### src/rtl/sips4_ram_arbiter_pkg.sv
// Shared SIPS4 RAM-arbiter types: word/address widths, requester ids and
// the read-tag carried alongside commands to steer responses.
package sips4_pkg;
  localparam int DATA_W = 4;
  localparam int ADDR_W = 4;

  typedef enum logic {
    REQ_CPU = 1'b0,
    REQ_AUX = 1'b1
  } req_id_t;

  localparam logic PRIO_RR    = 1'b0;
  localparam logic PRIO_FIXED = 1'b1;

  typedef struct packed {
    logic    rd_valid;
    req_id_t id;
  } tag_t;
endpackage

### src/rtl/sips4_ram_arbiter_if.sv
// One requester's command/response channel into the RAM arbiter.
interface sips4_ram_arbiter_if #(
  parameter int DATA_W = sips4_pkg::DATA_W,
  parameter int ADDR_W = sips4_pkg::ADDR_W
);
  logic              valid;
  logic              we;
  logic [ADDR_W-1:0] addr;
  logic [DATA_W-1:0] wdata;
  logic              ready;
  logic              rsp_valid;
  logic [DATA_W-1:0] rsp_rdata;

  modport master (output valid, we, addr, wdata, input ready, rsp_valid, rsp_rdata);
  modport slave  (input valid, we, addr, wdata, output ready, rsp_valid, rsp_rdata);
endinterface

### src/rtl/sips4_rr_arb2.sv
// Two-way arbiter: round-robin or fixed-priority grant, pointer moves only on accept.
module sips4_rr_arb2
  import sips4_pkg::*;
(
  input  logic       clk,
  input  logic       rst_n,
  input  logic [1:0] valid_i,
  input  logic       prio_mode_i,
  output logic [1:0] grant_o
);
  logic last_q, last_d;

  // last_q resets to 1 so requester 0 takes the first tie
  always_comb begin
    grant_o = 2'b00;
    unique case (valid_i)
      2'b01:   grant_o = 2'b01;
      2'b10:   grant_o = 2'b10;
      2'b11:   grant_o = (prio_mode_i == PRIO_FIXED || last_q) ? 2'b01 : 2'b10;
      default: grant_o = 2'b00;
    endcase
  end

  assign last_d = (|grant_o) ? grant_o[1] : last_q;

  always_ff @(posedge clk or negedge rst_n) begin
    if (!rst_n) last_q <= 1'b1;
    else        last_q <= last_d;
  end
endmodule

### src/rtl/sips4_ram_arbiter.sv
// Shares the SIPS4 data RAM between CPU and aux requesters; registers the
// winning command onto the RAM strobes and returns read data two cycles later.
module sips4_ram_arbiter
  import sips4_pkg::*;
#(
  parameter int DATA_W = sips4_pkg::DATA_W,
  parameter int ADDR_W = sips4_pkg::ADDR_W
) (
  input  logic                     clk,
  input  logic                     rst_n,
  input  logic                     prio_mode,
  sips4_ram_arbiter_if.slave       req0,
  sips4_ram_arbiter_if.slave       req1,
  output logic                     ram_wen,
  output logic [ADDR_W-1:0]        ram_waddr,
  output logic [ADDR_W-1:0]        ram_raddr,
  output logic [DATA_W-1:0]        ram_wdata,
  input  logic [DATA_W-1:0]        ram_rdata
);
  logic [1:0]        vld, grant;
  logic              acc, sel;
  logic              we_sel;
  logic [ADDR_W-1:0] addr_sel;
  logic [DATA_W-1:0] wdata_sel;

  logic              wen_q;
  logic [ADDR_W-1:0] addr_q;
  logic [DATA_W-1:0] wdata_q;
  tag_t              s1_d, s1_q, s2_q;

  assign vld = {req1.valid, req0.valid};

  sips4_rr_arb2 u_arb (
    .clk         (clk),
    .rst_n       (rst_n),
    .valid_i     (vld),
    .prio_mode_i (prio_mode),
    .grant_o     (grant)
  );

  assign req0.ready = grant[0];
  assign req1.ready = grant[1];
  assign acc        = |grant;
  assign sel        = grant[1];

  assign we_sel    = sel ? req1.we    : req0.we;
  assign addr_sel  = sel ? req1.addr  : req0.addr;
  assign wdata_sel = sel ? req1.wdata : req0.wdata;

  always_comb begin
    s1_d.rd_valid = acc & ~we_sel;
    s1_d.id       = sel ? REQ_AUX : REQ_CPU;
  end

  // Address/data hold when idle; only the write strobe and tags are qualified
  always_ff @(posedge clk or negedge rst_n) begin
    if (!rst_n) begin
      wen_q   <= 1'b0;
      addr_q  <= '0;
      wdata_q <= '0;
      s1_q    <= '0;
      s2_q    <= '0;
    end else begin
      wen_q <= acc & we_sel;
      if (acc) begin
        addr_q  <= addr_sel;
        wdata_q <= wdata_sel;
      end
      s1_q <= s1_d;
      s2_q <= s1_q;
    end
  end

  assign ram_wen   = wen_q;
  assign ram_waddr = addr_q;
  assign ram_raddr = addr_q;
  assign ram_wdata = wdata_q;

  assign req0.rsp_valid = s2_q.rd_valid & (s2_q.id == REQ_CPU);
  assign req1.rsp_valid = s2_q.rd_valid & (s2_q.id == REQ_AUX);
  assign req0.rsp_rdata = req0.rsp_valid ? ram_rdata : '0;
  assign req1.rsp_rdata = req1.rsp_valid ? ram_rdata : '0;
endmodule

### src/flat_wrapper.sv
// flat-port wrapper written by rule: the top's interface ports become plain ports
module sips4_ram_arbiter_flat import sips4_pkg::*;
#(
  parameter int DATA_W = sips4_pkg::DATA_W,
  parameter int ADDR_W = sips4_pkg::ADDR_W
)
  (clk, rst_n, prio_mode, ram_wen, ram_waddr, ram_raddr, ram_wdata, ram_rdata, req0_valid, req0_we, req0_addr, req0_wdata, req0_ready, req0_rsp_valid, req0_rsp_rdata, req1_valid, req1_we, req1_addr, req1_wdata, req1_ready, req1_rsp_valid, req1_rsp_rdata);
  sips4_ram_arbiter_if #(.DATA_W(DATA_W), .ADDR_W(ADDR_W)) req0_i ();
  sips4_ram_arbiter_if #(.DATA_W(DATA_W), .ADDR_W(ADDR_W)) req1_i ();
  input  logic clk;
  input  logic rst_n;
  input  logic prio_mode;
  output logic ram_wen;
  output logic [ADDR_W-1:0] ram_waddr;
  output logic [ADDR_W-1:0] ram_raddr;
  output logic [DATA_W-1:0] ram_wdata;
  input  logic [DATA_W-1:0] ram_rdata;
  input wire logic [$bits(req0_i.valid)-1:0] req0_valid;
  input wire logic [$bits(req0_i.we)-1:0] req0_we;
  input wire logic [$bits(req0_i.addr)-1:0] req0_addr;
  input wire logic [$bits(req0_i.wdata)-1:0] req0_wdata;
  output wire logic [$bits(req0_i.ready)-1:0] req0_ready;
  output wire logic [$bits(req0_i.rsp_valid)-1:0] req0_rsp_valid;
  output wire logic [$bits(req0_i.rsp_rdata)-1:0] req0_rsp_rdata;
  input wire logic [$bits(req1_i.valid)-1:0] req1_valid;
  input wire logic [$bits(req1_i.we)-1:0] req1_we;
  input wire logic [$bits(req1_i.addr)-1:0] req1_addr;
  input wire logic [$bits(req1_i.wdata)-1:0] req1_wdata;
  output wire logic [$bits(req1_i.ready)-1:0] req1_ready;
  output wire logic [$bits(req1_i.rsp_valid)-1:0] req1_rsp_valid;
  output wire logic [$bits(req1_i.rsp_rdata)-1:0] req1_rsp_rdata;
  assign req0_i.valid = req0_valid;
  assign req0_i.we = req0_we;
  assign req0_i.addr = req0_addr;
  assign req0_i.wdata = req0_wdata;
  assign req0_ready = req0_i.ready;
  assign req0_rsp_valid = req0_i.rsp_valid;
  assign req0_rsp_rdata = req0_i.rsp_rdata;
  assign req1_i.valid = req1_valid;
  assign req1_i.we = req1_we;
  assign req1_i.addr = req1_addr;
  assign req1_i.wdata = req1_wdata;
  assign req1_ready = req1_i.ready;
  assign req1_rsp_valid = req1_i.rsp_valid;
  assign req1_rsp_rdata = req1_i.rsp_rdata;
  sips4_ram_arbiter #(.DATA_W(DATA_W), .ADDR_W(ADDR_W)) u_core (.clk(clk), .rst_n(rst_n), .prio_mode(prio_mode), .req0(req0_i), .req1(req1_i), .ram_wen(ram_wen), .ram_waddr(ram_waddr), .ram_raddr(ram_raddr), .ram_wdata(ram_wdata), .ram_rdata(ram_rdata));
endmodule
### config.mk
export PLATFORM = sky130hd
export DESIGN_NAME = sips4_ram_arbiter_flat
export DESIGN_NICKNAME = d
export VERILOG_FILES = /design/src/rtl/sips4_ram_arbiter_pkg.sv /design/src/rtl/sips4_ram_arbiter_if.sv /design/src/rtl/sips4_rr_arb2.sv /design/src/rtl/sips4_ram_arbiter.sv /design/src/flat_wrapper.sv
export SDC_FILE = /design/constraint.sdc
export NUM_CORES = 1
export LEC_CHECK = 0
export CELL_PAD_IN_SITES_DETAIL_PLACEMENT = 0
export CELL_PAD_IN_SITES_GLOBAL_PLACEMENT = 1
export CORE_AREA = 2 2 58 66
export DETAILED_ROUTE_END_ITERATION = 8
export DIE_AREA = 0 0 60 68
export PLACE_DENSITY_LB_ADDON = 0.1
export SYNTH_ARGS = -nofsm -noshare
export SYNTH_HDL_FRONTEND = slang
export SYNTH_SLANG_ARGS = --single-unit
export TNS_END_PERCENT = 20
### constraint.sdc
create_clock -name clk -period 1.29 [get_ports clk]
set_input_delay 0.387 -clock clk [delete_from_list [all_inputs] [get_ports clk]]
set_output_delay 0.387 -clock clk [all_outputs]
set_load 0.05 [all_outputs]
==> impl_metrics.json <==
{
  "r2r_cells": 5,
  "viasPerCell": 4.20,
  "drcViolationCount": 0,
  "crit_chain": "nor2_2 -> a21boi_4 -> buf_12",
  "cellLeakagePower_uw": 0.000739,
  "track_usage_pct": 10.8,
  "routabilityCongestion": 0.703,
  "start_util_pct": 18.8,
  "final_antenna_net_count": 0,
  "ir_drop_mv": 0.666,
  "place.detailed.hpwl_mm": 1.70,
  "yosys.area.top_type": "dfrtp_1",
  "status": "finished with violations",
  "synth_ff_type": "dfrtp_1",
  "min_period_ns": 1.58,
  "grt_pass1_wl_mm": 3.30,
  "crit_path_top_delay_cell": "dfstp_2",
  "path_clk_slew_ns": 0.06,
  "grt_max_degree": 9,
  "ys_types": 17,
  "synth_top_area_share_pct": 49.6,
  "firstDrtPassIters": 4,
  "fp.dieH_um": 68,
  "fin_ws_ns": -0.288,
  "clk_path_buf_depth": 2,
  "cp-end-kind": "output port",
  "grt-ovfl-total": 0,
  "violations": "setup timing",
  "coreArea_um2": 3480,
  "routed_wl_mm": 2.12,
  "cts_tree": "done",
  "rows": 23,
  "hold_path.class": "flop to flop",
  "synthTopCellsByArea": "dfrtp_1 50%, a221o_1 12%, and3_1 11%",
  "drt_iter0_markers": 11,
  "holdBufCountCts": 0,
  "clock_latency_ns": 0.24,
  "die_w_um": 60,
  "yosysWarnings": 0,
  "skew_ns": 0.00123,
  "numCtsBuffers": 3,
  "hold_viol_final": 0,
  "relSlewSlack_pct": 84.1,
  "num-fill-cells": 324,
  "drive_gt1_share_pct": 59.7,
  "cp_max_fo": 3,
  "antenna_cells": 0,
  "cp.arrival_ns": 1.19,
  "nets": 147,
  "worst_pin_slew_ns": 0.238,
  "maxCapViolations": 0,
  "cts_root_buf": "clkbuf_8",
  "num_vias": 709,
  "required_ns": 0.90,
  "worstSetupPathType": "flop to output port",
  "p_total_uw": 1790,
  "finalMaxSlewViolations": 0,
  "avgSynthCellArea_um2": 11.9,
  "clock_sinks": 14,
  "finalCritPeriodShare_pct": 122,
  "start_kind": "flop",
  "wl_per_cell_um": 12.5,
  "antenna_found_initial": 0,
  "max_freq_ghz": 0.634,
  "synthCells": 55,
  "synth_edf_count": 0,
  "fin_setup_tns_ns": -3.41,
  "setup_viol": 20,
  "synthesis.nets": 82,
  "flow.area_growth_from_synthesis_pct": 159,
  "powerDensity_nw_per_um2": 1050,
  "yosysSeqAreaShare_pct": 53.6,
  "syn_area_um2": 656,
  "rsz0062_at_grt": "true",
  "min_path_cells": 0,
  "hold_ws_ns": 0.348,
  "numPlacedInstances": 163,
  "yosys_register_bits": 14,
  "final_cells": 169,
  "final_common_cell": "buf_12",
  "die_area_um2": 4080,
  "grt_pass1_vias": 739,
  "crit_path_max_incr_delay_ns": 0.55,
  "final_cell_mix": "25 x buf_12, 19 x clkdlybuf4s50_1, 12 x and3_4, 12 x buf_4, 9 x dfrtp_1",
  "h-tree-depth": 1,
  "io_pins": 52,
  "port_buffers": 51,
  "synthArstFlopShare_pct": 100
}
through the flow:
step | cell area, um2 | util (%) | worst slack, ns
floorplan | 681 | - | -0.156
global placement | 1560 | 44.7 | -0.440
detailed placement | 1560 | 44.7 | -0.458
CTS | 1690 | 48.6 | -0.281
global route | 1700 | 48.8 | -0.315
finish | 1700 | 48.8 | -0.288
worst paths after layout:
check | from | endpoint | slack [ns]
max in group asynchronous | rst_n | u_core.u_arb.last_q | 0.61
worst max-delay path | u_core.u_arb.last_q | req0_ready | -0.29
worst min register to register | u_core.s1_q[1] | u_core.s2_q[1] | 0.35
worst min-delay path | u_core.s1_q[1] | u_core.s2_q[1] | 0.35
worst max register to register | u_core.u_arb.last_q | u_core.ram_wdata[2] | -0.11
min in group asynchronous | rst_n | u_core.ram_wdata[1] | 0.48
critical path, delay by kind of cell, from the launching register on:
family	cells	cell delay (ns)
AO/OA/AOI/OAI	1	0.18
buffers and inverters	1	0.16
flip-flops	1	0.55
AND/OR/NAND/NOR	1	0.06
metal layers:
layer | share of wire (%) | global-route usage [%] | routed length (um) | vias up
met5 | 0 | 0 | 0 | -
li1 | - | - | - | 333
met4 | 0 | 3.33 | 0 | 0
met1 | 35 | 12.5 | 752 | 342
met2 | 56 | 19.6 | 1190 | 34
met3 | 8.5 | 2.27 | 181 | 0
cells by family after synthesis:
kind of cell | Yosys count | share of synthesized area (%)
AOI/OAI and AO/OA | 14 | 19.8
buffers and inverters | 6 | 6.87
DFF | 14 | 53.6
and+or+nand+nor | 21 | 19.7
where the power goes:
group / total, uW / switching, uW / internal (uW)
Sequential: 548 / 58.1 / 489
Clock: 420 / 150 / 270
Combinational: 820 / 378 / 442
Total: 1790 / 586 / 1200
synth_stat cells, types with 2 or more instances:
cell type  number
a221o_1         8
and2_1          5
and3_1         12
buf_4           4
nor2_1          2
dfrtp_1        13
cell type report:
cell class              count  area, um2  share of cell area (%)
repair buffers             66        876                    51.5
flip-flops and latches     14        357                    21.0
multi-input cells          35        349                    20.5
well taps                  50       62.6                    3.68
clock buffers               4       55.1                    3.24
flip-flops by register name, summed over array words and instances (netlist names):
register and cells:
u_core.s1_q 2, u_core.ram_raddr 4, u_core.ram_wen 1, u_core.u_arb.last_q 1, u_core.s2_q 2, u_core.ram_wdata 4
what timing repair did:
action	4_1_cts	5_1_grt
setup endpoints to repair	22	27
setup buffers	2	0
pin swaps	17	3
gates resized for setup	24	4
Note: power is estimated with default switching activity, not from simulation.
